$ cat config.mk
export PLATFORM = sky130hd
export DESIGN_NAME = mem_copy_engine
export DESIGN_NICKNAME = d
export VERILOG_FILES = /design/src/rtl/mem_copy_engine.sv
export SDC_FILE = /design/constraint.sdc
export NUM_CORES = 1
export LEC_CHECK = 0
export BUFFER_PORTS_ARGS = -buffer_cell sky130_fd_sc_hd__buf_2
export CAP_MARGIN = 20
export CORE_ASPECT_RATIO = 0.75
export CORE_MARGIN = 2
export CORE_UTILIZATION = 52
export DETAILED_ROUTE_END_ITERATION = 10
export HOLD_SLACK_MARGIN = 0.03
export MAX_ROUTING_LAYER = met4
export PLACE_DENSITY = 0.9
export SYNTH_ARGS = -nofsm -noshare
export SYNTH_HDL_FRONTEND = slang
export SYNTH_SLANG_ARGS = --single-unit
$ cat constraint.sdc
create_clock -name CLK -period 3.59 [get_ports CLK]
set_input_delay 0.718 -clock CLK [delete_from_list [all_inputs] [get_ports CLK]]
set_output_delay 0.718 -clock CLK [all_outputs]
set_load 0.01 [all_outputs]
$ cat src/rtl/mem_copy_engine.sv
// Byte-wise memory-to-memory copy engine. Each byte is read from the source
// region and then written to the destination region before the next read.
module mem_copy_engine #(
    parameter int ADDR_W = 5,
    parameter int DATA_W = 8
) (
    input  logic              CLK,
    input  logic              R,
    input  logic              start,
    input  logic [ADDR_W-1:0] src_addr,
    input  logic [ADDR_W-1:0] dst_addr,
    input  logic [ADDR_W:0]   len,
    input  logic [DATA_W-1:0] mem_q,
    output logic [ADDR_W-1:0] mem_a,
    output logic [DATA_W-1:0] mem_d,
    output logic              mem_re,
    output logic              mem_we,
    output logic              busy,
    output logic              done,
    output logic              err,
    output logic [ADDR_W:0]   count
);

    typedef enum logic [1:0] {
        IDLE  = 2'd0,
        READ  = 2'd1,
        WRITE = 2'd2,
        DONE  = 2'd3
    } state_t;

    // A copy may cover the whole address space but no more.
    localparam logic [ADDR_W:0] MAX_LEN = {1'b1, {ADDR_W{1'b0}}};
    localparam logic [ADDR_W:0] ONE     = 1;

    state_t            state;
    state_t            state_next;
    logic [ADDR_W-1:0] src_r;
    logic [ADDR_W-1:0] dst_r;
    logic [ADDR_W:0]   len_r;
    logic [ADDR_W:0]   count_r;
    logic [ADDR_W:0]   count_inc;
    logic [DATA_W-1:0] byte_r;
    logic              err_r;
    logic              len_bad;
    logic              len_zero;

    assign count_inc = count_r + ONE;
    assign len_bad   = (len > MAX_LEN);
    assign len_zero  = (len == '0);

    always_ff @(posedge CLK) begin
        if (!R) begin
            state   <= IDLE;
            src_r   <= '0;
            dst_r   <= '0;
            len_r   <= '0;
            count_r <= '0;
            byte_r  <= '0;
            err_r   <= 1'b0;
        end else begin
            state <= state_next;
            case (state)
                IDLE: begin
                    if (start) begin
                        src_r   <= src_addr;
                        dst_r   <= dst_addr;
                        len_r   <= len;
                        count_r <= '0;
                        err_r   <= len_bad;
                    end
                end
                READ: begin
                    byte_r <= mem_q;
                end
                WRITE: begin
                    count_r <= count_inc;
                end
                default: begin
                end
            endcase
        end
    end

    // All strobes and the bus are decoded from the registered state so they
    // are glitch-free with respect to start and the other inputs.
    always_comb begin
        state_next = state;
        mem_re     = 1'b0;
        mem_we     = 1'b0;
        busy       = 1'b0;
        done       = 1'b0;
        mem_a      = '0;
        mem_d      = '0;
        case (state)
            IDLE: begin
                if (start) begin
                    if (len_bad || len_zero) begin
                        state_next = DONE;
                    end else begin
                        state_next = READ;
                    end
                end
            end
            READ: begin
                mem_re     = 1'b1;
                busy       = 1'b1;
                mem_a      = src_r + count_r[ADDR_W-1:0];
                state_next = WRITE;
            end
            WRITE: begin
                mem_we = 1'b1;
                busy   = 1'b1;
                mem_a  = dst_r + count_r[ADDR_W-1:0];
                mem_d  = byte_r;
                if (count_inc < len_r) begin
                    state_next = READ;
                end else begin
                    state_next = DONE;
                end
            end
            DONE: begin
                done       = 1'b1;
                state_next = IDLE;
            end
            default: begin
                state_next = IDLE;
            end
        endcase
    end

    assign count = count_r;
    assign err   = err_r;

endmodule

Yosys cells after proc, flatten, opt, wreduce, memory -nomap -nowiden --
Index checks and enable logic that the tools add are counted.
Storage, ports and cells: register bits 33, input port bits 27, output and inout port bits 24, word-level logic and storage cells 35
Operators by class: eq/ne operators 4, multiplexer cells 12, $add $sub $neg 3, $lt $le $gt $ge 2, reductions and logical operators 7
Operator list (number):
- $pmux W6 S2 | 1
- $add A5 B5 Y5 | 2
- $pmux W5 S2 | 1
- $mux W8 | 1
- $pmux W2 S4 | 1
- $add A6 B1 Y6 const B | 1
- $gt A6 B6 Y1 const B | 1
- $logic_not A6 Y1 | 1
- $lt A6 B6 Y1 | 1
- $mux W2 | 3
- $mux W6 | 1
- $eq A2 B2 Y1 const B | 2
- $mux W1 | 4
- $reduce_and A2 Y1 | 2
- $eq A2 B1 Y1 const B | 1
- $logic_not A2 Y1 | 1
- $ne A2 B2 Y1 const B | 1
- $reduce_bool A2 Y1 | 1
- $reduce_or A2 Y1 | 1
- $logic_or A1 B1 Y1 | 1

Depth between registers and ports, before layout --
word-level depth 5, depth in mapped cells 11, depth with buffers taken out 10

Least setup slack after synthesis --
No wires, ideal clock.
path type flip-flop to output port, start point register state[0], end point output mem_a[4], stages on the path, launching flop included 12, path buffers 1, data required time 2872 ps, slack 706 ps, arrival time 2166 ps, cell sequence dfxtp_1 inv_1 ha_1 buf_4 mux2_2 ha_1 inv_1 fa_1 nor2b_1 o21a_1 nor3_1 and3b_1
Between the ends: word-level cells in the longest chain between the ends 2, elaborated cells between the ends (all ways) 3, those cells by class 2 x eq/ne; 1 x mux
Ends and longest elaborated chain:
- start, declared | RTL line 35 | state_t state;
- start signal, assigned | RTL line 61 | state <= state_next;
- $eq A2 B2 Y1 or $eq A2 B1 Y1 (tied branches) | RTL line 94 | case (state)
- $pmux W5 S2 * | RTL line 94
- end, declared | RTL line 14 | output logic [ADDR_W-1:0] mem_a,
Every way passes the cells marked *; elsewhere a longest branch is shown, timed or not.

Worst setup path after layout --
Ends and elaborated chain as after synthesis.

==> impl_metrics.json <==
{
  "htreeDepth": 2,
  "io_pins": 51,
  "wl_per_cell_um": 13.4,
  "antenna-diode-count": 0,
  "async_flop_share_pct": 0,
  "finalPower_uw": 1260,
  "reg2reg_slack_ns": 1.44,
  "path_clk_slew_ns": 0.06,
  "synth_area_sq_mm": 0.00186,
  "post-cts-setup-buffers": 0,
  "status": "complete, no violations",
  "gp_congestion": 0.885,
  "rsz0062_at_grt": "false",
  "first_pass_iters": 4,
  "p_seq_share_pct": 38.3,
  "power.switching_uw": 473,
  "cts_sinks": 33,
  "max_freq_ghz": 0.304,
  "ff2ff_path_depth": 7,
  "globalRoute.totalOverflow": 0,
  "cp-end-kind": "output pin",
  "ctsLongestPathBuffers": 2,
  "routed-via-count": 1563,
  "hold_viol": 0,
  "dp_hpwl_mm": 3.11,
  "grt_max_degree": 37,
  "cp.arrival_ns": 2.57,
  "grt_use_total_pct": 22.1,
  "rows": 18,
  "peakVddDrop_uv": 309,
  "fin_crit_sh_pct": 91.5,
  "setup_tns_ns": 0,
  "cp.required_ns": 2.87,
  "r2r_start": "count[0]",
  "drt-initial-drc-count": 65,
  "cts_made_buffers": 5,
  "grt_pass1_vias": 1465,
  "synth_cell_types": 35,
  "ys_ff_latch": 33,
  "cp-start-kind": "flop",
  "cts_root_buf": "clkbuf_8",
  "ys.flop_type": "dfxtp_1",
  "fin_nets": 302,
  "place_ws_ns": 0.623,
  "synth_edf_count": 0,
  "worst_slew_pin_slew_ns": 0.610,
  "areaGrowthSynthToFinish_pct": 17.9,
  "antenna_found_initial": 0,
  "die_h_um": 55.7,
  "synth_warnings": 0,
  "dieArea_sq_mm": 0.00407,
  "r2r-end": "state[1]",
  "skew_ns": 0.00264,
  "ant_nets": 0,
  "cts.repair.resized": 0,
  "wirelength_mm": 4.02,
  "finalSetupViolCount": 0,
  "leakagePower_uw": 0.000990,
  "cts-hold-fix-buffers": 0,
  "die_w_um": 73.0,
  "drcViolationCount": 0,
  "setup_ws_ns": 0.304,
  "internal-power_uw": 783,
  "period_needed_ns": 3.29,
  "combPwrFrac_pct": 41.7,
  "insertion_delay_ns": 0.28,
  "ys_seq_area_share_pct": 35.6,
  "hp-class": "reg2reg",
  "slew_headroom_pct": 59.3,
  "viasPerCell": 5.23,
  "syn-num-nets": 254,
  "placed_area_sq_mm": 0.00211,
  "clock_power_share_pct": 20.0,
  "drv_cap": 0,
  "synth_cells": 212,
  "powerDensity_mw_per_mm2": 574,
  "critPathLaunch": "state[0]",
  "cts_tree": "done",
  "crit_path_end": "mem_a[4]",
  "start_util_pct": 55.3,
  "numPortBuffers": 50,
  "switching_share_pct": 37.6,
  "cp_max_fo": 4,
  "layout-drive-gt1-share_pct": 25.5,
  "maxSlewViolCount": 0,
  "final_design_area_no_fill_sq_mm": 0.00219,
  "worst-setup-path-type": "reg2out",
  "coreArea_sq_mm": 0.00336,
  "grt_pass1_wl_mm": 6.62,
  "synth_area_per_cell_sq_um": 8.75
}
[cell type report]
cell class / instances / area (sq um)
Multi-Input combinational cell: 159 / 1110
Fill cell: 287 / 1170
Clock inverter: 1 / 5.00
Sequential cell: 33 / 661
Clock buffer: 5 / 68.8
Tap cell: 40 / 50.0
Timing Repair Buffer: 51 / 258
Inverter: 10 / 37.5
[flip-flops by register name, indices dropped and copies added (netlist names)]
signal,cells
byte_r,8
count,6
len_r,6
dst_r,5
src_r,5
state,2
err,1
[power groups by stage]
stage               registers [uW]  clock network [uW]  logic [uW]
finish                         481                 251         524
global route                   487                 280         591
CTS                            480                 259         527
detailed placement             487                   0         525
global placement               482                   0         507
floorplan                      474                   0         390
[synth_stat cells (2+ instances only)]
master	number	area share (%)
a21boi_1	4	1.6
nor3b_1	3	1.2
clkbuf_1	5	1.0
nor3_1	2	0.54
dfxtp_1	33	36
nand3_1	3	0.81
ha_1	14	9.4
and2_1	13	4.4
nor2b_1	16	5.4
nand2_1	41	8.3
a21boi_0	14	5.7
xor2_1	2	0.94
a22oi_1	2	0.81
a21oi_1	5	1.3
o21ai_0	7	1.9
inv_1	10	2.0
buf_2	3	0.81
buf_4	2	0.81
mux2i_1	11	5.9
xnor2_1	4	1.9
mux2_2	4	2.4
[kinds of logic (layout without fill, tap and decap cells)]
group | Yosys count | in the layout | synth area share, %
DFF | 33 | 33 | 35.6
xor gates and xnor gates | 6 | 6 | 2.83
muxes | 15 | 15 | 8.36
AOI/OAI and AO/OA | 38 | 38 | 14.3
and+or+nand+nor | 85 | 85 | 23.7
adders and majority gates | 15 | 15 | 10.5
buffers and inverters | 20 | 67 | 4.65
[layer usage]
metal / vias up / GRT usage [%] / wire length (um)
li1: 797 / - / -
met5: - / - / 0
met3: 2 / 6.52 / 265
met2: 60 / 32.2 / 1810
met1: 704 / 28.8 / 1940
met4: 0 / 7.94 / 12
[placed cells by master (no fill, tap or decap), types with 4 or more instances in the layout]
master    Yosys  final
and2_1       13     13
a21boi_0     14     14
o21ai_0       7      7
inv_1        10     10
nor2b_1      16     16
a21oi_1       5      5
dfxtp_1      33     33
mux2i_1      11     11
a21boi_1      4      4
ha_1         14     14
xnor2_1       4      4
mux2_2        4      4
clkbuf_8      0      5
nand2_1      41     41
buf_2         3     50
[worst min path at each step]
stage,endpoint,start,depth (start not counted)
after floorplan,len_r[1],len_r[1],2
after global placement,len_r[1],len_r[1],2
after detailed placement,len_r[2],len_r[2],2
after CTS,len_r[2],len_r[2],2
after global routing,len_r[2],len_r[2],2
final,len_r[2],len_r[2],2
[critical path, stage by stage, from the launching register on]
cell,delay [ns]
dfxtp_1,0.37
inv_1,0.09
ha_1,0.27
mux2_2,0.25
ha_1,0.16
inv_1,0.05
fa_1,0.38
nor2b_1,0.17
o21a_1,0.16
o21ai_0,0.08
and3b_1,0.18
buf_2,0.13
[metrics by stage]
stage	hold WS [ns]	util, %	cells
detailed placement	0.449	63.0	293
CTS	0.458	65.2	299
global placement	0.443	63.0	293
floorplan	0.435	-	212
finish	0.457	65.2	299
global route	0.484	65.2	299
(Power assumes the default switching activity.)
